File: src/rtl/axi_rd_arb_pkg.sv
// Shared types and constants for the AXI read arbiter.
// State encoding and fixed AR burst attributes.
package axi_rd_arb_pkg;

  typedef enum logic [1:0] {
    IDLE = 2'd0,
    ADDR = 2'd1,
    DATA = 2'd2
  } state_e;

  localparam logic [1:0] AXI_BURST_INCR = 2'd1;
  localparam logic [2:0] AXI_SIZE_4B    = 3'd2;
  localparam int         LEN_W          = 8;

endpackage

File: src/rtl/rr_arbiter.sv
// Combinational round-robin picker: first set request at or
// after ptr, wrapping modulo NREQ.
module rr_arbiter #(
  parameter int NREQ = 2
) (
  input  logic [NREQ-1:0] req,
  input  logic [2:0]      ptr,
  output logic            grant_valid,
  output logic [2:0]      grant_idx
);

  logic [3:0] cand;

  always_comb begin
    grant_valid = 1'b0;
    grant_idx   = 3'd0;
    cand        = 4'd0;
    for (int i = 0; i < NREQ; i++) begin
      cand = {1'b0, ptr} + 4'(i);
      if (cand >= 4'(NREQ)) cand = cand - 4'(NREQ);
      for (int j = 0; j < NREQ; j++) begin
        if (!grant_valid && cand == 4'(j) && req[j]) begin
          grant_valid = 1'b1;
          grant_idx   = 3'(j);
        end
      end
    end
  end

endmodule

File: src/rtl/axi_read_arbiter.sv
// Shares one AXI4 read port among NREQ kernels; round-robin
// grant held for a whole burst, R beats steered to the owner.
module axi_read_arbiter
  import axi_rd_arb_pkg::*;
#(
  parameter int NREQ   = 2,
  parameter int ADDR_W = 16,
  parameter int DATA_W = 32
) (
  input  logic                   clk,
  input  logic                   rst,
  input  logic [NREQ*ADDR_W-1:0] req_araddr,
  input  logic [NREQ*8-1:0]      req_arlen,
  input  logic [NREQ-1:0]        req_arvalid,
  output logic [NREQ-1:0]        req_arready,
  output logic [DATA_W-1:0]      req_rdata,
  output logic [NREQ-1:0]        req_rvalid,
  input  logic [NREQ-1:0]        req_rready,
  output logic [ADDR_W-1:0]      s_axi_araddr,
  output logic [7:0]             s_axi_arlen,
  output logic [1:0]             s_axi_arburst,
  output logic [2:0]             s_axi_arsize,
  output logic                   s_axi_arvalid,
  input  logic                   s_axi_arready,
  input  logic [DATA_W-1:0]      s_axi_rdata,
  input  logic                   s_axi_rvalid,
  output logic                   s_axi_rready,
  output logic [2:0]             grant_id,
  output logic                   busy
);

  state_e             state_q, state_d;
  logic [2:0]         rr_ptr_q, rr_ptr_d;
  logic [2:0]         grant_q, grant_d;
  logic [LEN_W:0]     beats_q, beats_d;
  logic [ADDR_W-1:0]  addr_q, addr_d;
  logic [LEN_W-1:0]   len_q, len_d;

  logic               grant_valid;
  logic [2:0]         grant_idx;
  logic [ADDR_W-1:0]  sel_addr;
  logic [LEN_W-1:0]   sel_len;
  logic               sel_rready;
  logic               r_hs;
  logic [2:0]         ptr_next;

  rr_arbiter #(.NREQ(NREQ)) u_rr (
    .req         (req_arvalid),
    .ptr         (rr_ptr_q),
    .grant_valid (grant_valid),
    .grant_idx   (grant_idx)
  );

  // Candidate fields from the arbiter pick; steering from the held grant.
  always_comb begin
    sel_addr    = '0;
    sel_len     = '0;
    sel_rready  = 1'b0;
    req_arready = '0;
    req_rvalid  = '0;
    for (int i = 0; i < NREQ; i++) begin
      if (grant_idx == 3'(i)) begin
        sel_addr = req_araddr[i*ADDR_W +: ADDR_W];
        sel_len  = req_arlen[i*8 +: 8];
      end
      if (grant_q == 3'(i)) begin
        sel_rready     = req_rready[i];
        req_arready[i] = (state_q == ADDR) && s_axi_arready;
        req_rvalid[i]  = (state_q == DATA) && s_axi_rvalid;
      end
    end
  end

  assign r_hs     = (state_q == DATA) && s_axi_rvalid && sel_rready;
  assign ptr_next = (grant_q == 3'(NREQ-1)) ? 3'd0 : grant_q + 3'd1;

  always_comb begin
    state_d  = state_q;
    rr_ptr_d = rr_ptr_q;
    grant_d  = grant_q;
    beats_d  = beats_q;
    addr_d   = addr_q;
    len_d    = len_q;
    unique case (state_q)
      IDLE: begin
        if (grant_valid) begin
          grant_d = grant_idx;
          addr_d  = sel_addr;
          len_d   = sel_len;
          beats_d = {1'b0, sel_len} + 9'd1;
          state_d = ADDR;
        end
      end
      ADDR: begin
        if (s_axi_arready) state_d = DATA;
      end
      DATA: begin
        if (r_hs) begin
          beats_d = beats_q - 9'd1;
          if (beats_q == 9'd1) begin
            state_d  = IDLE;
            rr_ptr_d = ptr_next;
          end
        end
      end
      default: state_d = IDLE;
    endcase
  end

  always_ff @(posedge clk or negedge rst) begin
    if (!rst) begin
      state_q  <= IDLE;
      rr_ptr_q <= 3'd0;
      grant_q  <= 3'd0;
      beats_q  <= '0;
      addr_q   <= '0;
      len_q    <= '0;
    end else begin
      state_q  <= state_d;
      rr_ptr_q <= rr_ptr_d;
      grant_q  <= grant_d;
      beats_q  <= beats_d;
      addr_q   <= addr_d;
      len_q    <= len_d;
    end
  end

  assign s_axi_araddr  = addr_q;
  assign s_axi_arlen   = len_q;
  assign s_axi_arburst = AXI_BURST_INCR;
  assign s_axi_arsize  = AXI_SIZE_4B;
  assign s_axi_arvalid = (state_q == ADDR);
  assign s_axi_rready  = (state_q == DATA) && sel_rready;
  assign req_rdata     = s_axi_rdata;
  assign grant_id      = grant_q;
  assign busy          = (state_q != IDLE);

endmodule
File: config.mk
export PLATFORM = sky130hd
export DESIGN_NAME = axi_read_arbiter
export DESIGN_NICKNAME = d
export VERILOG_FILES = /design/src/rtl/axi_rd_arb_pkg.sv /design/src/rtl/rr_arbiter.sv /design/src/rtl/axi_read_arbiter.sv
export SDC_FILE = /design/constraint.sdc
export NUM_CORES = 1
export LEC_CHECK = 0
export BUFFER_PORTS_ARGS = -buffer_cell sky130_fd_sc_hd__buf_2
export CAP_MARGIN = 20
export CORE_MARGIN = 3
export CORE_UTILIZATION = 39
export CTS_CLUSTER_SIZE = 8
export DETAILED_ROUTE_END_ITERATION = 10
export PLACE_DENSITY = 0.86
export SETUP_SLACK_MARGIN = 0.4
export SLEW_MARGIN = 20
export SYNTH_ARGS = -nofsm -noshare
export SYNTH_HDL_FRONTEND = slang
export SYNTH_SLANG_ARGS = --single-unit
File: constraint.sdc
create_clock -name clk -period 2.25 [get_ports clk]
set_input_delay 0.1125 -clock clk [delete_from_list [all_inputs] [get_ports clk]]
set_output_delay 0.1125 -clock clk [all_outputs]
set_load 0.01 [all_outputs]
After elaboration in Yosys (flattened, before gate mapping)
Cells that the tools add are included.
{"block": "word_totals", "regBits": 41, "latchBits": 0, "ramBits": 0, "mem_bits_ro": 0, "wordCells": 78, "n_memories": 0}
{"block": "op_classes", "add_sub_neg": 6, "n_mul": 0, "n_div": 0, "magnitude_cmp": 2, "eq_ne": 11, "shifts": 0, "n_mux": 28, "bitwise_logic": 0, "reduce_logical": 25}
{"operator": "$mux W16", "n": 2}
{"operator": "$mux W9", "n": 2}
{"operator": "$pmux W9 S2", "n": 1}
{"operator": "$mux W8", "n": 2}
{"operator": "$mux W1", "n": 13}
{"operator": "$logic_and A1 B1 Y1", "n": 11}
{"operator": "$add A8 B1 Y9 const B", "n": 1}
{"operator": "$eq A9 B1 Y1 const B", "n": 1}
{"operator": "$sub A9 B1 Y9 const B", "n": 1}
{"operator": "$eq A4 B1 Y1 const B", "n": 2}
{"operator": "$logic_not A4 Y1", "n": 2}
{"operator": "$mux W2", "n": 4}
{"operator": "$mux W4", "n": 2}
{"operator": "$eq A3 B1 Y1 const B", "n": 2}
{"operator": "$logic_not A3 Y1", "n": 2}
{"operator": "$pmux W2 S3", "n": 1}
{"operator": "$reduce_and A3 Y1", "n": 2}
{"operator": "$add A3 B1 Y4 const B", "n": 1}
{"operator": "$ge A4 B2 Y1 const B", "n": 1}
{"operator": "$ne A2 B1 Y1 const B", "n": 2}
{"operator": "$ne A2 B2 Y1 const B", "n": 2}
{"operator": "$reduce_and A4 Y1", "n": 1}
{"operator": "$reduce_bool A2 Y1", "n": 2}
{"operator": "$sub A3 B2 Y4 const B", "n": 1}
{"operator": "other kinds (9)", "n": 11}

Longest topological paths before layout
{"block": "logic_depth", "depth_word": 23, "depth_mapped": 9, "depth_no_buf": 8}

Hierarchy
Synthesis repeated with hierarchy kept, for this count alone.
{"block": "hier_totals", "hier_cells": 306, "area_unflattened_um2": 2790.2}
{"module": "axi_read_arbiter", "n_inst": 1, "cells_per_inst": 279, "area_each_um2": 2570.0, "seq_area_each_um2": 1026.0}
{"module": "rr_arbiter", "n_inst": 1, "cells_per_inst": 27, "area_each_um2": 220.2, "seq_area_each_um2": 0.0}

Worst setup path after synthesis
OpenSTA, ideal clock, no wires.
{"block": "synth_path", "path_type": "register -> register", "from": "reg rr_ptr_q[0]", "to": "reg beats_q[4]", "t_arrival_ps": 2040, "t_required_ps": 2122, "path_slack_ps": 82, "path_stages_with_launch": 9, "n_path_buf": 1, "synth_period_minus_slack_ps": 2168, "path_cell_list": "dfrtp_1 nand2b_1 nand2_1 buf_4 mux2_2 ha_1 mux4_2 nand4_1 nand3_1"}
{"block": "synth_via", "elab_chain_cells": 23}
{"element": "from (decl)", "line": "axi_read_arbiter.sv:33", "rtl": "logic [2:0] rr_ptr_q, rr_ptr_d;"}
{"element": "from (signal assigned)", "line": "axi_read_arbiter.sv:120", "rtl": "rr_ptr_q <= rr_ptr_d;"}
{"element": "$sub A3 B2 Y4 or $ge A3 B2 Y1 (tied branches)", "line": "rr_arbiter.sv:20", "rtl": "if (cand >= 4'(NREQ)) cand = cand - 4'(NREQ);"}
{"element": "$mux W4", "line": "rr_arbiter.sv:20"}
{"element": "$logic_not A4 Y1", "line": "rr_arbiter.sv:22", "rtl": "if (!grant_valid && cand == 4'(j) && req[j]) begin"}
{"element": "$logic_and A1 B1 Y1", "line": "rr_arbiter.sv:22"}
{"element": "$mux W1", "line": "rr_arbiter.sv:22"}
{"element": "$logic_not A1 Y1", "line": "rr_arbiter.sv:22"}
{"element": "$logic_and A1 B1 Y1 (2 in a row)", "line": "rr_arbiter.sv:22"}
{"element": "$mux W1", "line": "rr_arbiter.sv:22"}
{"element": "[7 not listed]"}
{"element": "$mux W1 *", "line": "rr_arbiter.sv:22"}
{"element": "$logic_not A3 Y1", "line": "axi_read_arbiter.sv:62", "rtl": "if (grant_idx == 3'(i)) begin"}
{"element": "$mux W8", "line": "axi_read_arbiter.sv:62"}
{"element": "$mux W8 *", "line": "axi_read_arbiter.sv:62"}
{"element": "via sel_len[1]", "line": "axi_read_arbiter.sv:42", "rtl": "logic [LEN_W-1:0] sel_len;"}
{"element": "$add A8 B1 Y9 *", "line": "axi_read_arbiter.sv:90", "rtl": "beats_d = {1'b0, sel_len} + 9'd1;"}
{"element": "$mux W9 *", "line": "axi_read_arbiter.sv:86", "rtl": "if (grant_valid) begin"}
{"element": "$pmux W9 S2 *", "line": "axi_read_arbiter.sv:84", "rtl": "unique case (state_q)"}
{"element": "to (signal assigned)", "line": "axi_read_arbiter.sv:122", "rtl": "beats_q <= beats_d;"}
{"element": "to (decl)", "line": "axi_read_arbiter.sv:35", "rtl": "logic [LEN_W:0] beats_q, beats_d;"}
The timed path passes the listed nets; every way through them passes the cells marked *. The select of a mux whose other input is x is not followed.
A chain may end at the register's enable or synchronous reset.

Worst setup path after layout
{"block": "layout_path", "from": "reg rr_ptr_q[0]", "to": "reg beats_q[4]"}
{"block": "layout_via", "elab_chain_cells": 23}
{"element": "$sub A3 B2 Y4 or $ge A3 B2 Y1 (tied branches)", "line": "rr_arbiter.sv:20"}
{"element": "$mux W4", "line": "rr_arbiter.sv:20"}
{"element": "$logic_not A4 Y1", "line": "rr_arbiter.sv:22"}
{"element": "$logic_and A1 B1 Y1", "line": "rr_arbiter.sv:22"}
{"element": "$mux W1", "line": "rr_arbiter.sv:22"}
{"element": "$logic_not A1 Y1", "line": "rr_arbiter.sv:22"}
{"element": "$logic_and A1 B1 Y1 (2 in a row)", "line": "rr_arbiter.sv:22"}
{"element": "$mux W1", "line": "rr_arbiter.sv:22"}
{"element": "[4 not listed]"}
{"element": "$logic_not A1 Y1", "line": "rr_arbiter.sv:22"}
{"element": "$logic_and A1 B1 Y1 (2 in a row)", "line": "rr_arbiter.sv:22"}
{"element": "$mux W1", "line": "rr_arbiter.sv:22"}
{"element": "$logic_not A3 Y1", "line": "axi_read_arbiter.sv:62"}
{"element": "$mux W8 (2 in a row)", "line": "axi_read_arbiter.sv:62"}
{"element": "$add A8 B1 Y9", "line": "axi_read_arbiter.sv:90"}
{"element": "$mux W9", "line": "axi_read_arbiter.sv:86"}
{"element": "$pmux W9 S2", "line": "axi_read_arbiter.sv:84"}
Several ways; a longest one is shown, not always the timed one. The select of a mux whose other input is x is not followed.

==> results.cfg <==
[cells_and_area]
post-route-util_pct = 49.4
finalInstanceArea_mm2 = 0.00296
instances_no_fill = 419
nets = 434
drive_gt1_share_pct = 38.2
synthToLayoutAreaGrowth_pct = 20.7
layout_commonest_cell = buf_2
final_cell_mix = buf_2, nand2_1, dfrtp_1

[clock_tree]
cts_tree = yes
clk-insertion-delay-late_ns = 0.29
cts-htree-levels = 2
clkTransAtPathRegs_ns = 0.07
cts_num_sinks = 37
cts-root-buf = clkbuf_8
cts_buffers = 5
clock_tree.buffer_depth = 2

[critical_path]
cp_slowest_cell = mux4_2
end_kind = register
max_stage_delay_ns = 0.42
critPathMaxFanout = 4
critPathArrivalTime_ns = 2.01
crit_type = register to register
cp.required_ns = 2.43
worstPathCellList = nand2b_4 -> nand2_8 -> mux2i_4 -> inv_2 -> ha_4 -> mux4_2 -> nand4_1 -> nand3_1
path_buf_inv = 1
crit_family = multiplexers
cp-start-kind = register

[pwr]
static-leakage-power_nw = 1.51
power-per-cell-area_mw_per_mm2 = 1100
peakVddDrop_uv = 564

[floorplan]
io_pins = 159
floorplan.rows = 28
die_area_mm2 = 0.00727
fp.dieH_um = 85.3
core_mm2 = 0.00599
die_w_um = 85.3
start_util_pct = 40.9

[sta]
setup_tns_ns = 0
maxSlewViolCount = 0
finalClockSkew_ns = 0.00830
period_share_pct = 81.5
period_needed_ns = 1.83
tightest_slew_ns = 0.843
relSlewSlack_pct = 43.8
hold_viol_final = 0
fmaxAchievable_mhz = 545
setup_violations = 0
rsz0062_at_grt = yes

[yosys]
yosysTopAreaCell = dfrtp_1
syn_area_per_cell_um2 = 8.88
synthCells = 276
yosys.cell_types.count = 44
async_reset_ff_share_pct = 100
yosysWarnings = 0
yosysTopAreaCellShare_pct = 37.8
synth_edf_count = 0
syn_area_mm2 = 0.00245
synth_ff_type = dfrtp_1
synthTopCellsByArea = dfrtp_1, buf_4, mux2i_1, nand2_1, o21ai_1
seq_area_frac_synth_pct = 37.8
synth-seq-cells = 37

[place]
place_inst = 398
io_buffers = 87
dpl_cell_area_mm2 = 0.00271
place_congestion = 0.895
dp_hpwl_mm = 4.85

[run]
cap_violations = 0

[detailed_routing]
postRouteAntennaNets = 0
wl_mm = 6.43
drc = 0
vias = 2201
avgRoutedWirePerCell_um = 15.3
drtIter0Drc = 164
routed_via_density = 5.25
first_pass_iters = 4

[global_route]
gr-total-overflow = 0
grt_pass1_vias = 2154
grt_max_degree = 38
grt_usage_pct = 17.7
grt_pass1_wl_mm = 10.3
grt_antenna_before_repair = 0

[run_status]
status = completed

[min_path]
hold_path.class = input pin to register
[logic make-up after synthesis]
family                   count (synthesis)  synth area share, %
AO/OA/AOI/OAI                           57                 13.8
XOR/XNOR                                 7                 2.50
adder cells (fa/ha/maj)                  3                 1.53
buffers and inverters                   55                 15.3
flip-flops                              37                 37.8
multiplexers                            28                 12.0
other                                    2                0.306
AND/OR/NAND/NOR                         87                 16.7
[flip-flops by register name, summed over array words and instances (netlist names)]
name          cells
s_axi_arlen       8
rr_ptr_q          1
state_q           2
s_axi_araddr     16
beats_q           9
grant_id          1
[through the flow]
step / power [mW] / hold slack (ns) / worst slack [ns]
floorplan: 2.19 / -0.183 / 0.338
global placement: 2.63 / 0.225 / 0.413
detailed placement: 2.67 / 0.225 / 0.312
CTS: 3.17 / 0.00184 / 0.400
global route: 3.53 / 0.0116 / 0.361
finish: 3.26 / 0.00356 / 0.417
[layout make-up]
class,count,area (um^2)
flip-flops and latches,37,927
well taps,75,93.8
repair buffers,104,569
clock buffers,7,86.3
fillers,553,3030
inverters,6,22.5
multi-input cells,189,1260
diodes,1,2.50
[power breakdown]
part           leakage [nW]  internal (mW)  switching (mW)
logic                  1.01          0.668           0.894
clock network        0.0443          0.243           0.231
registers             0.454          0.981           0.238
total                  1.51           1.89            1.36
[routing by layer]
layer	part of all wire [%]	track usage [%]	up-vias
met4	4.0	11.4	0
li1	-	-	1044
met3	7.8	5.05	36
met5	0	0	-
met1	38	20.1	1011
met2	50	28.9	110
[worst paths after layout]
kind                       depth (start not counted)  slack (ns)                         from                          end
max in group asynchronous                          2        1.19                          rst       beats_q[0]$_DFFE_PN0P_
setup / recovery                                   8        0.42      rr_ptr_q[0]$_DFFE_PN0P_       beats_q[4]$_DFFE_PN0P_
hold reg to reg                                    2        0.48  s_axi_araddr[7]$_DFFE_PN0P_  s_axi_araddr[7]$_DFFE_PN0P_
setup reg to reg                                   8        0.42      rr_ptr_q[0]$_DFFE_PN0P_       beats_q[4]$_DFFE_PN0P_
hold / removal                                     2       0.004                s_axi_arready       state_q[0]$_DFFE_PN0P_
min in group asynchronous                          2        0.48                          rst       state_q[1]$_DFFE_PN0P_
[synthesized netlist by cell type, drive strengths merged (2+ instances only)]
cell and count:
nor2 18, nand4 2, mux2 2, ha 3
xnor2 3, nor3 4, a21oi 8, conb 2
nand2 41, xor2 4, nand2b 2, mux2i 25
nand3 5, o211ai 5, o21ai 34, and3 2
dfrtp 37, or2 3, nand3b 3, nor2b 3
inv 6, buf 45, o22ai 2, clkbuf 4
[what timing repair did]
| item | CTS | global route |
|---|---|---|
| hold buffers | 1 | 0 |
| endpoints found under the setup margin | 3 | 4 |
| resized for setup | 5 | 11 |
| endpoints found under the hold margin | 37 | 0 |
| pin swaps | 0 | 2 |
| buffers inserted | 3 | 9 |
(Power assumes the default switching activity.)
